**config.mk**
```make
export PLATFORM = sky130hd
export DESIGN_NAME = load_store_unit_flat
export DESIGN_NICKNAME = d
export VERILOG_FILES = /design/src/rtl/load_store_unit_pkg.sv /design/src/rtl/load_store_unit_if.sv /design/src/rtl/load_extend.sv /design/src/rtl/load_store_unit.sv /design/src/flat_wrapper.sv
export SDC_FILE = /design/constraint.sdc
export NUM_CORES = 1
export LEC_CHECK = 0
export ABC_AREA = 1
export BUFFER_PORTS_ARGS = -buffer_cell sky130_fd_sc_hd__buf_2
export CORE_MARGIN = 1
export CORE_UTILIZATION = 50
export CTS_BUF_LIST = sky130_fd_sc_hd__clkbuf_4
export CTS_CLUSTER_SIZE = 28
export DETAILED_ROUTE_END_ITERATION = 6
export PLACE_DENSITY = 0.89
export REMOVE_ABC_BUFFERS = 1
export SLEW_MARGIN = 20
export SYNTH_ARGS = -nofsm -noshare
export SYNTH_HDL_FRONTEND = slang
export SYNTH_SLANG_ARGS = --single-unit
```
**constraint.sdc**
```tcl
create_clock -name clk -period 2.8 [get_ports clk]
set_clock_uncertainty 0.2 [all_clocks]
set_input_delay 0.28 -clock clk [delete_from_list [all_inputs] [get_ports clk]]
set_output_delay 0.28 -clock clk [all_outputs]
set_load 0.05 [all_outputs]
```
**src/rtl/load_store_unit_pkg.sv**
```systemverilog
// Shared widths, memory request/response encodings and LSU state encoding for the
// load/store unit and the writeback stage that reuses load_extend.
package load_store_unit_pkg;

  localparam int unsigned ADDR_W      = 32;
  localparam int unsigned WORD_W      = 32;
  localparam int unsigned MEM_COUNT_W = 2;
  localparam int unsigned MEM_CODE_W  = 3;
  localparam int unsigned LSU_STATE_W = 2;
  localparam int unsigned LSU_CNT_W   = 4;

  typedef enum logic [MEM_COUNT_W-1:0] {
    MemCountNone = 2'd0,
    MemCountByte = 2'd1,
    MemCountHalf = 2'd2,
    MemCountWord = 2'd3
  } mem_count_e;

  typedef enum logic [MEM_CODE_W-1:0] {
    MemCodeRead        = 3'd0,
    MemCodeWrite       = 3'd1,
    MemCodeMisaligned  = 3'd2,
    MemCodeOutOfBounds = 3'd3,
    MemCodeInvalid     = 3'd4
  } mem_code_e;

  typedef enum logic [LSU_STATE_W-1:0] {
    LsuIdle = 2'd0,
    LsuReq  = 2'd1,
    LsuWait = 2'd2,
    LsuResp = 2'd3
  } lsu_state_e;

  function automatic logic mem_code_is_err(mem_code_e code);
    return (code == MemCodeMisaligned) || (code == MemCodeOutOfBounds) ||
           (code == MemCodeInvalid);
  endfunction

endpackage

```
**src/rtl/load_store_unit_if.sv**
```systemverilog
// Upstream request, downstream result and memory request/response bundle of the LSU.
interface load_store_unit_if;
  import load_store_unit_pkg::*;

  logic              i_valid;
  logic              o_ready;
  logic [ADDR_W-1:0] i_addr;
  logic [WORD_W-1:0] i_wr_data;
  logic              i_wr_en;
  mem_count_e        i_count;
  logic              i_unsigned;

  logic              o_valid;
  logic              i_ready;
  logic [WORD_W-1:0] o_rd_data;
  mem_code_e         o_code;
  logic              o_exc;

  logic [ADDR_W-1:0] o_req_addr;
  logic [WORD_W-1:0] o_req_wr_data;
  logic              o_req_wr_en;
  mem_count_e        o_req_count;
  logic [WORD_W-1:0] i_res_rd_data;
  mem_code_e         i_res_code;

  // The unit itself.
  modport slave (
    input  i_valid, i_addr, i_wr_data, i_wr_en, i_count, i_unsigned, i_ready,
    input  i_res_rd_data, i_res_code,
    output o_ready, o_valid, o_rd_data, o_code, o_exc,
    output o_req_addr, o_req_wr_data, o_req_wr_en, o_req_count
  );

  // Pipeline plus memory surrounding the unit.
  modport master (
    output i_valid, i_addr, i_wr_data, i_wr_en, i_count, i_unsigned, i_ready,
    output i_res_rd_data, i_res_code,
    input  o_ready, o_valid, o_rd_data, o_code, o_exc,
    input  o_req_addr, o_req_wr_data, o_req_wr_en, o_req_count
  );

endinterface

```
**src/rtl/load_extend.sv**
```systemverilog
// Sign/zero extension of right-aligned load data; shared with the writeback stage.
module load_extend
  import load_store_unit_pkg::*;
(
  input  mem_count_e        count,
  input  logic              zero_ext,
  input  logic [WORD_W-1:0] raw,
  output logic [WORD_W-1:0] ext
);

  always_comb begin
    ext = raw;
    unique case (count)
      MemCountByte: ext = {{(WORD_W-8){~zero_ext & raw[7]}}, raw[7:0]};
      MemCountHalf: ext = {{(WORD_W-16){~zero_ext & raw[15]}}, raw[15:0]};
      default:      ext = raw;
    endcase
  end

endmodule

```
**src/rtl/load_store_unit.sv**
```systemverilog
// Memory-stage sequencer: one load/store at a time, single-cycle memory request, fixed
// response latency, extended result held until the writeback stage consumes it.
module load_store_unit
  import load_store_unit_pkg::*;
#(
  parameter int unsigned RESP_LATENCY = 1
) (
  input logic              clk,
  input logic              reset,
  load_store_unit_if.slave bus
);

  localparam logic [LSU_CNT_W-1:0] CntLast = LSU_CNT_W'(RESP_LATENCY - 1);

  lsu_state_e            state_q, state_d;
  logic [LSU_CNT_W-1:0]  cnt_q, cnt_d;
  logic                  wr_en_q, wr_en_d;
  logic                  zero_ext_q, zero_ext_d;
  mem_count_e            count_q, count_d;
  logic [WORD_W-1:0]     rd_data_q, rd_data_d;
  mem_code_e             code_q, code_d;
  logic                  exc_q, exc_d;
  logic [ADDR_W-1:0]     req_addr_q, req_addr_d;
  logic [WORD_W-1:0]     req_wr_data_q, req_wr_data_d;
  logic                  req_wr_en_q, req_wr_en_d;
  mem_count_e            req_count_q, req_count_d;
  logic [WORD_W-1:0]     ext_data;

  load_extend u_load_extend (
    .count    (count_q),
    .zero_ext (zero_ext_q),
    .raw      (bus.i_res_rd_data),
    .ext      (ext_data)
  );

  always_comb begin
    state_d       = state_q;
    cnt_d         = cnt_q;
    wr_en_d       = wr_en_q;
    zero_ext_d    = zero_ext_q;
    count_d       = count_q;
    rd_data_d     = rd_data_q;
    code_d        = code_q;
    exc_d         = exc_q;
    req_addr_d    = req_addr_q;
    req_wr_data_d = req_wr_data_q;
    req_wr_en_d   = req_wr_en_q;
    req_count_d   = req_count_q;

    unique case (state_q)
      LsuIdle: begin
        if (bus.i_valid) begin
          if (bus.i_count == MemCountNone) begin
            // Nothing to transfer: answer locally without touching memory.
            code_d    = MemCodeInvalid;
            exc_d     = 1'b1;
            rd_data_d = '0;
            state_d   = LsuResp;
          end else begin
            wr_en_d       = bus.i_wr_en;
            count_d       = bus.i_count;
            zero_ext_d    = bus.i_unsigned;
            req_addr_d    = bus.i_addr;
            req_wr_data_d = bus.i_wr_data;
            req_wr_en_d   = bus.i_wr_en;
            req_count_d   = bus.i_count;
            state_d       = LsuReq;
          end
        end
      end
      LsuReq: begin
        req_count_d = MemCountNone;
        req_wr_en_d = 1'b0;
        cnt_d       = '0;
        state_d     = LsuWait;
      end
      LsuWait: begin
        cnt_d = cnt_q + 4'd1;
        if (cnt_q == CntLast) begin
          code_d    = bus.i_res_code;
          exc_d     = mem_code_is_err(bus.i_res_code);
          rd_data_d = (!wr_en_q && bus.i_res_code == MemCodeRead) ? ext_data : '0;
          state_d   = LsuResp;
        end
      end
      LsuResp: begin
        if (bus.i_ready) begin
          state_d = LsuIdle;
        end
      end
      default: state_d = LsuIdle;
    endcase
  end

  always_ff @(posedge clk) begin
    if (reset) begin
      state_q       <= LsuIdle;
      cnt_q         <= '0;
      wr_en_q       <= 1'b0;
      zero_ext_q    <= 1'b0;
      count_q       <= MemCountNone;
      rd_data_q     <= '0;
      code_q        <= MemCodeInvalid;
      exc_q         <= 1'b0;
      req_addr_q    <= '0;
      req_wr_data_q <= '0;
      req_wr_en_q   <= 1'b0;
      req_count_q   <= MemCountNone;
    end else begin
      state_q       <= state_d;
      cnt_q         <= cnt_d;
      wr_en_q       <= wr_en_d;
      zero_ext_q    <= zero_ext_d;
      count_q       <= count_d;
      rd_data_q     <= rd_data_d;
      code_q        <= code_d;
      exc_q         <= exc_d;
      req_addr_q    <= req_addr_d;
      req_wr_data_q <= req_wr_data_d;
      req_wr_en_q   <= req_wr_en_d;
      req_count_q   <= req_count_d;
    end
  end

  assign bus.o_ready       = (state_q == LsuIdle);
  assign bus.o_valid       = (state_q == LsuResp);
  assign bus.o_rd_data     = rd_data_q;
  assign bus.o_code        = code_q;
  assign bus.o_exc         = exc_q;
  assign bus.o_req_addr    = req_addr_q;
  assign bus.o_req_wr_data = req_wr_data_q;
  assign bus.o_req_wr_en   = req_wr_en_q;
  assign bus.o_req_count   = req_count_q;

endmodule
```
**src/flat_wrapper.sv**
```systemverilog
// flat-port wrapper written by rule: the top's interface ports become plain ports
module load_store_unit_flat import load_store_unit_pkg::*;
#(
  parameter int unsigned RESP_LATENCY = 1
)
  (clk, reset, bus_i_valid, bus_i_addr, bus_i_wr_data, bus_i_wr_en, bus_i_count, bus_i_unsigned, bus_i_ready, bus_i_res_rd_data, bus_i_res_code, bus_o_ready, bus_o_valid, bus_o_rd_data, bus_o_code, bus_o_exc, bus_o_req_addr, bus_o_req_wr_data, bus_o_req_wr_en, bus_o_req_count);
  load_store_unit_if bus_i ();
  input logic clk;
  input logic reset;
  input wire logic [$bits(bus_i.i_valid)-1:0] bus_i_valid;
  input wire logic [$bits(bus_i.i_addr)-1:0] bus_i_addr;
  input wire logic [$bits(bus_i.i_wr_data)-1:0] bus_i_wr_data;
  input wire logic [$bits(bus_i.i_wr_en)-1:0] bus_i_wr_en;
  input wire logic [$bits(bus_i.i_count)-1:0] bus_i_count;
  input wire logic [$bits(bus_i.i_unsigned)-1:0] bus_i_unsigned;
  input wire logic [$bits(bus_i.i_ready)-1:0] bus_i_ready;
  input wire logic [$bits(bus_i.i_res_rd_data)-1:0] bus_i_res_rd_data;
  input wire logic [$bits(bus_i.i_res_code)-1:0] bus_i_res_code;
  output wire logic [$bits(bus_i.o_ready)-1:0] bus_o_ready;
  output wire logic [$bits(bus_i.o_valid)-1:0] bus_o_valid;
  output wire logic [$bits(bus_i.o_rd_data)-1:0] bus_o_rd_data;
  output wire logic [$bits(bus_i.o_code)-1:0] bus_o_code;
  output wire logic [$bits(bus_i.o_exc)-1:0] bus_o_exc;
  output wire logic [$bits(bus_i.o_req_addr)-1:0] bus_o_req_addr;
  output wire logic [$bits(bus_i.o_req_wr_data)-1:0] bus_o_req_wr_data;
  output wire logic [$bits(bus_i.o_req_wr_en)-1:0] bus_o_req_wr_en;
  output wire logic [$bits(bus_i.o_req_count)-1:0] bus_o_req_count;
  assign bus_i.i_valid = bus_i_valid;
  assign bus_i.i_addr = bus_i_addr;
  assign bus_i.i_wr_data = bus_i_wr_data;
  assign bus_i.i_wr_en = bus_i_wr_en;
  assign bus_i.i_count = bus_i_count;
  assign bus_i.i_unsigned = bus_i_unsigned;
  assign bus_i.i_ready = bus_i_ready;
  assign bus_i.i_res_rd_data = bus_i_res_rd_data;
  assign bus_i.i_res_code = bus_i_res_code;
  assign bus_o_ready = bus_i.o_ready;
  assign bus_o_valid = bus_i.o_valid;
  assign bus_o_rd_data = bus_i.o_rd_data;
  assign bus_o_code = bus_i.o_code;
  assign bus_o_exc = bus_i.o_exc;
  assign bus_o_req_addr = bus_i.o_req_addr;
  assign bus_o_req_wr_data = bus_i.o_req_wr_data;
  assign bus_o_req_wr_en = bus_i.o_req_wr_en;
  assign bus_o_req_count = bus_i.o_req_count;
  load_store_unit #(.RESP_LATENCY(RESP_LATENCY)) u_core (.clk(clk), .reset(reset), .bus(bus_i));
endmodule
```
==> Flow_metrics.wiki, run 1 <==
{| class="wikitable"
! Metric !! Value
|-
| Maximum vdd ir drop || 0.000739 V
|-
| CTS sink cnt || 113
|-
| Global-route wire length before repair || 26400 um
|-
| Number of distinct standard cells referenced by the synthesized netlist || 23
|-
| Number of resized instances in the post-cts repair step || 0
|-
| Total I/O pin count || 212
|-
| Number of global-route vias before repair || 5565
|-
| Dominant cells by area after synthesis || dfxtp_1, nor2_1, o21ai_0
|-
| Synth area leader || dfxtp_1
|-
| Arrival time worst endpoint || 2.56 ns
|-
| Clock slew at the register clock pins of the worst setup and hold paths || 0.11 ns
|-
| Count of cells along the worst hold path || 5
|-
| Fin worst setup slack || 0.401 ns
|-
| Number of antenna violations at the first check in global routing || 0
|-
| Average wire per standard cell || 16.3 um
|-
| Status || finished with violations
|-
| Tot GR Track Use || 35.0%
|-
| Final slew viol count || 0
|-
| Max stage delay on crit path || 0.55 ns
|-
| Root buffer selected by CTS || clkbuf_4
|-
| Synthesized area per cell || 7.53 um^2
|-
| Vias after detailed routing || 5518
|-
| Port-buffer cells || 211
|-
| Type of origin of the critical path || register
|-
| TritonCTS Buffers || 17
|-
| # diodes || 0
|-
| Minimum setup slack after placement || 0.433 ns
|-
| Total congestion overflow after global routing || 0
|-
| Die extent in y || 97.1 um
|-
| Max Clk Rate || 417 MHz
|-
| Worst R2R Path Depth || 8
|-
| Violated checks || DRC
|-
| Seq. cell area || 0.00226 mm^2
|-
| Number of buffers between clock root and the deepest sink || 2
|-
| Total leakage power || 3.26 nW
|-
| Starting DRC count in detailed routing || 397
|-
| Worst setup path class || reg -> reg
|-
| Die width || 97.1 um
|-
| Power per cell area || 919 mW/mm^2
|-
| Residual antenna-violating net count after detailed routing || 0
|-
| Clk_lat worst skew || 0.49 ns
|-
| Number of levels in the clock H-tree || 4
|-
| Total Negative Setup Slacks || 0 ns
|-
| Critical path, cell by cell || inv_1 -> ha_1 -> buf_4 -> nor2_2 -> nor2_4 -> nand3_2 -> nand2_1 -> a21oi_1
|-
| Vias per inst || 5.47
|-
| Routability-driven placement congestion ratio || 0.823
|-
| Gate count after technology mapping || 600
|-
| Clock tree from TritonCTS || done
|-
| Area of the die || 0.00943 mm^2
|-
| Post-synth design cell area || 0.00452 mm^2
|-
| Worst slew slack as a fraction of its limit || 53.3%
|-
| Final setup violating endpoints || 0
|-
| First-pass DRT Iterations || 7
|-
| Top cell type's share of synthesized area || 50.0%
|-
| Data required, critical path || 2.96 ns
|-
| Area occupied by multi-input gates || 0.00197 mm^2
|-
| Row cnt || 34
|-
| Non-filler cells, final || 1008
|-
| Reported max-cap violation count || 0
|-
| Fraction of the core area covered by cells at the end of the flow || 77.7%
|-
| Number of hold violations in the final report || 0
|-
| Remaining design rule violation count || 1
|-
| Part of the cycle the worst path needs || 85.7%
|-
| Placeable core area || 0.00872 mm^2
|-
| Yosys warning total || 0
|-
| Slowest cell on the critical path || nand3_2
|-
| Final period demand of the worst path || 2.40 ns
|-
| Area added between synthesis and finish || 49.9%
|-
| Fill cell total of the finished layout || 517
|-
| Number of instances in the placed design || 888
|-
| Placed wire-length estimate after detailed placement || 8600 um
|-
| #FFs+latches synth || 113
|-
| Post-detailed-routing wire length || 16400 um
|-
| Initial standard-cell utilization of the core || 51.8%
|-
| Seq/Total Area, Yosys || 50.0%
|-
| Largest net degree at the start of global routing || 72
|-
| Min-Delay Path Class || in -> reg
|-
| Largest driver fanout on the critical path || 35
|-
| Unrepaired setup endpoints after global routing || false
|-
| Number of nets at the end of the flow || 1003
|-
| Type of destination of the critical path || register
|-
| Proportion of layout cells with a drive suffix above 1 || 29.3%
|-
| Final Power || 6.23 mW
|-
| Worst Tran Pin Value || 0.699 ns
|}
critical path: cells and delay by family, from the launching register on:
family,cells,cell delay (ns)
buffers and inverters,2,0.35
AOI/OAI and AO/OA,1,0.11
DFF,1,0.34
and+or+nand+nor,4,1.01
adders and majority gates,1,0.24
cell usage after synthesis:
cell type  instances
nor2_1           152
dfxtp_1          113
o21ai_0           84
nand2_1           79
a21oi_1           49
nand3_1           38
clkbuf_1          24
inv_1             20
ha_1               8
buf_2              5
buf_4              5
buf_6              5
nand3_2            4
nor2_2             3
nor2_4             3
a211oi_1           1
inv_2              1
nand2_2            1
nand2_4            1
nand3b_2           1
nor4_1             1
o22ai_1            1
or2_2              1
per-stage QoR:
step	instance area, um^2	hold WS, ns
2_1_floorplan	4310	0.149
3_3_place_gp	5580	0.247
3_5_place_dp	5580	0.256
4_1_cts	6780	0.00634
5_1_grt	6780	0.0482
6_report	6780	0.0512
power breakdown:
group          internal [mW]  switching [mW]  total, mW
Combinational          0.677            2.13       2.81
Sequential              1.90           0.177       2.08
Clock                  0.715           0.626       1.34
Total                   3.30            2.93       6.23
layout make-up:
| type | count | share of cell area, % |
|---|---|---|
| timing repair buffer | 308 | 29.8 |
| sequential | 113 | 33.4 |
| tap | 108 | 1.99 |
| multi-input combinational | 427 | 29.1 |
| clock buffer | 19 | 2.11 |
| clock inverter | 12 | 2.46 |
| inverter | 21 | 1.16 |
cell usage in the layout, fill, tap and decap left out, types with 7 or more instances in the layout:
master	count
a21oi_1	49
buf_2	211
buf_4	7
clkbuf_4	19
dfxtp_1	113
dlygate4sd3_1	89
ha_1	8
inv_1	20
nand2_1	79
nand3_1	38
nor2_1	152
o21ai_0	84
state kept, by name (all words and copies together), names as in the netlist:
register / count
u_core.bus.o_req_addr: 32
u_core.state_q: 2
u_core.bus.o_req_wr_en: 1
u_core.cnt_q: 4
u_core.bus.o_exc: 1
u_core.wr_en_q: 1
u_core.bus.o_rd_data: 32
u_core.bus.o_req_count: 2
u_core.count_q: 2
u_core.zero_ext_q: 1
u_core.bus.o_req_wr_data: 32
u_core.bus.o_code: 3
logic make-up (layout without fill, tap and decap cells):
logic type,after synthesis,after routing,synth area share (%)
compound gates,135,135,15.0
simple gates,284,284,26.3
flops,113,113,50.0
buf+inv,60,360,6.37
fa+ha+maj,8,8,2.21
timing repair:
action	in CTS	in global routing
endpoints found under the hold margin	93	0
buffers inserted	0	0
hold buffers	89	0
endpoints found under the setup margin	0	0
path summary, 6_finish.rpt:
check	start	to	slack, ns
setup reg to reg	u_core.state_q[0]	u_core.bus.o_rd_data[24]	0.40
setup / recovery	u_core.state_q[0]	u_core.bus.o_rd_data[24]	0.40
hold reg to reg	u_core.bus.o_rd_data[9]	u_core.bus.o_rd_data[9]	0.27
hold / removal	bus_i_res_rd_data[31]	u_core.bus.o_rd_data[31]	0.05
layer usage:
layer / up-vias / routed length (um) / share of wire (%) / track usage (%)
met5: - / 0 / 0 / 0
li1: 2527 / - / - / -
met3: 71 / 1620 / 9.9 / 9.71
met1: 2512 / 5900 / 36 / 37.0
met2: 408 / 8200 / 50 / 62.7
met4: 0 / 677 / 4.1 / 18.9
Note: power is estimated with default switching activity, not from simulation.
==> run 2, diff against run 1 <==
CORE_UTILIZATION = 48   (was 50)
GPL_ROUTABILITY_DRIVEN = 0   (was unset)
PLACE_DENSITY = 0.86   (was 0.89)
clock period = 2.5 ns   (was 2.8 ns; I/O delays follow)
==> Flow_metrics.wiki, run 2 (synthesized netlist as in run 1, its figures left out) <==
{| class="wikitable"
! Metric !! Value
|-
| TritonCTS Buffers || 17 (unchanged)
|-
| Initial standard-cell utilization of the core || 49.2% (-2.7 points)
|-
| Number of hold violations in the final report || 0 (unchanged)
|-
| # diodes || 0 (unchanged)
|-
| Clock slew at the register clock pins of the worst setup and hold paths || 0.10 ns (about the same)
|-
| Placeable core area || 0.00920 mm^2 (+5.5%)
|-
| Number of buffers between clock root and the deepest sink || 2 (unchanged)
|-
| Destination of the worst register-to-register timing path || u_core.bus.o_rd_data[31]
|-
| Most common library cell in the layout ignoring fill and taps || buf_2
|-
| Part of the total power dissipated in the clock network || 22.7% (+1.2 points)
|-
| CTS sink cnt || 113 (unchanged)
|-
| Placed wire-length estimate after detailed placement || 7930 um (-7.7%)
|-
| Data required, critical path || 2.70 ns (-0.26 ns)
|-
| Fin worst setup slack || 0.478 ns (+0.0768 ns)
|-
| Die width || 99.0 um (+2.0%)
|-
| Number of resized instances in the post-cts repair step || 0 (unchanged)
|-
| Max Clk Rate || 494 MHz (+19%)
|-
| Clock tree from TritonCTS || done
|-
| Average wire per standard cell || 14.9 um (-8.7%)
|-
| First-pass DRT Iterations || 5 (-2)
|-
| Type of origin of the critical path || register
|-
| Setup slack of the most critical reg-to-reg path || 0.48 ns (+0.08 ns)
|-
| Port-buffer cells || 211 (unchanged)
|-
| Switching power as a share of total power || 44.7% (-2.3 points)
|-
| Final slew viol count || 0 (unchanged)
|-
| Status || finished clean
|-
| Worst setup path class || reg -> reg
|-
| Starting DRC count in detailed routing || 291 (-27%)
|-
| Vias after detailed routing || 5297 (-4.0%)
|-
| Post-detailed-routing wire length || 15100 um (-7.8%)
|-
| Root buffer selected by CTS || clkbuf_4
|-
| Worst R2R Path Depth || 9 (+1)
|-
| Maximum vdd ir drop || 0.000660 V (-11%)
|-
| Area added between synthesis and finish || 51.6%
|-
| Largest net degree at the start of global routing || 68 (-5.6%)
|-
| Final setup violating endpoints || 0 (unchanged)
|-
| Remaining design rule violation count || 0 (-1)
|-
| Most used cells in the layout excluding fill and tap cells || buf_2, nor2_1, dfxtp_1, dlygate4sd3_1, o21ai_0
|-
| Start of the worst register-to-register path || u_core.state_q[0]
|-
| Type of destination of the critical path || register
|-
| Number of global-route vias before repair || 5028 (-9.6%)
|-
| Vias per inst || 5.20 (-4.9%)
|-
| Destination of the critical timing path || u_core.bus.o_rd_data[31]
|-
| Row cnt || 35 (+2.9%)
|-
| Worst slew slack as a fraction of its limit || 58.3% (+4.9 points)
|-
| Relative contribution of combinational cells to total power || 42.6% (-2.4 points)
|-
| Final period demand of the worst path || 2.02 ns (-0.377 ns)
|-
| Clk_lat worst skew || 0.46 ns (-0.03 ns)
|-
| Worst Tran Pin Value || 0.624 ns (-0.0748 ns)
|-
| Number of levels in the clock H-tree || 4 (unchanged)
|-
| Power per cell area || 949 mW/mm^2 (+3.2%)
|-
| Minimum setup slack after placement || 0.527 ns (+0.0943 ns)
|-
| Total leakage power || 3.30 nW (+1.3%)
|-
| Number of buffers added for setup after CTS || 0 (unchanged)
|-
| Total I/O pin count || 212 (unchanged)
|-
| Part of the cycle the worst path needs || 80.9% (-4.8 points)
|-
| Area of the die || 0.00981 mm^2 (+4.1%)
|-
| Die extent in y || 99.0 um (+2.0%)
|-
| Total congestion overflow after global routing || 0 (unchanged)
|-
| Tot GR Track Use || 30.5% (-4.5 points)
|-
| Min-Delay Path Class || in -> reg
|-
| Arrival time worst endpoint || 2.22 ns (-0.34 ns)
|-
| Global-route wire length before repair || 23800 um (-10%)
|-
| Residual antenna-violating net count after detailed routing || 0 (unchanged)
|-
| Sequential share of power || 34.7% (+1.3 points)
|-
| P_int || 3.59 mW (+9.1%)
|-
| Unrepaired setup endpoints after global routing || false
|-
| Hold-fix buffers at CTS || 95 (+6.7%)
|-
| Final Power || 6.50 mW (+4.4%)
|-
| Number of antenna violations at the first check in global routing || 0 (unchanged)
|-
| Largest driver fanout on the critical path || 35 (unchanged)
|-
| Net Sw Power || 2.91 mW (-0.76%)
|-
| Start point of the critical path || u_core.state_q[0]
|-
| Proportion of layout cells with a drive suffix above 1 || 29.0% (-0.34 points)
|-
| Number of nets at the end of the flow || 1010 (+0.70%)
|-
| Reported max-cap violation count || 0 (unchanged)
|}
[run 2: cell types whose count changed in the layout (fill, tap and decap cells not counted)]
cell	delta
buf_12	+1
clkbuf_4	-1
clkinv_1	+2
clkinv_4	+2
clkinvlp_4	-3
dlygate4sd3_1	+6
[run 2: metrics by stage]
step | cells | cell area, um^2 | TNS [ns] | hold slack, ns | util, %
final | 1018 | 6850 | 0 | 0.0574 | 74.5
after global routing | 1018 | 6850 | 0 | 0.0484 | 74.5
after CTS | 1018 | 6850 | 0 | 0.00491 | 74.5
after detailed placement | 892 | 5600 | 0 | 0.252 | 60.9
after global placement | 892 | 5600 | 0 | 0.248 | 60.9
after floorplan | 561 | 4310 | -24.53 | 0.119 | -
[run 2: power by group through the flow]
stage	combinational, mW	sequential (mW)	clock (mW)
floorplan	0.932	3.18	0
detailed placement	2.59	2.26	0
global placement	2.57	2.26	0
finish	2.77	2.25	1.48
CTS	2.72	2.23	1.50
global route	2.94	2.28	1.59
[run 2: worst min path at each step]
stage,cells past startpoint,end,from
2_1_floorplan,1,u_core.bus.o_code[0],reset
5_1_grt,5,u_core.bus.o_rd_data[22],bus_i_res_rd_data[22]
3_3_place_gp,2,u_core.bus.o_rd_data[12],u_core.bus.o_rd_data[12]
6_report,5,u_core.bus.o_rd_data[24],bus_i_res_rd_data[24]
4_1_cts,5,u_core.bus.o_rd_data[24],bus_i_res_rd_data[24]
3_5_place_dp,2,u_core.wr_en_q,u_core.wr_en_q
[run 2: worst max-delay path, cell delays in order (launching register included)]
cell and delay [ns]:
dfxtp_1 0.33, inv_1 0.10, ha_1 0.29, inv_1 0.10, nor2_1 0.18, nor2_4 0.05
nand3_2 0.06, buf_4 0.34, nand2_1 0.11, a21oi_1 0.19
[run 2: cell type report]
| type | instances | area (um^2) |
|---|---|---|
| Multi-Input combinational cell | 427 | 1970 |
| Sequential cell | 113 | 2260 |
| Clock inverter | 13 | 169 |
| Clock buffer | 18 | 135 |
| Inverter | 21 | 78.8 |
| Timing Repair Buffer | 315 | 2100 |
| Tap cell | 111 | 139 |
| Fill cell | 618 | 2340 |
[run 2: metal layers]
metal | share of wire [%] | global-route usage, %
met3 | 9.8 | 9.01
met5 | 0 | 0
met1 | 40 | 35.9
met2 | 48 | 52.3
met4 | 2.3 | 11.9
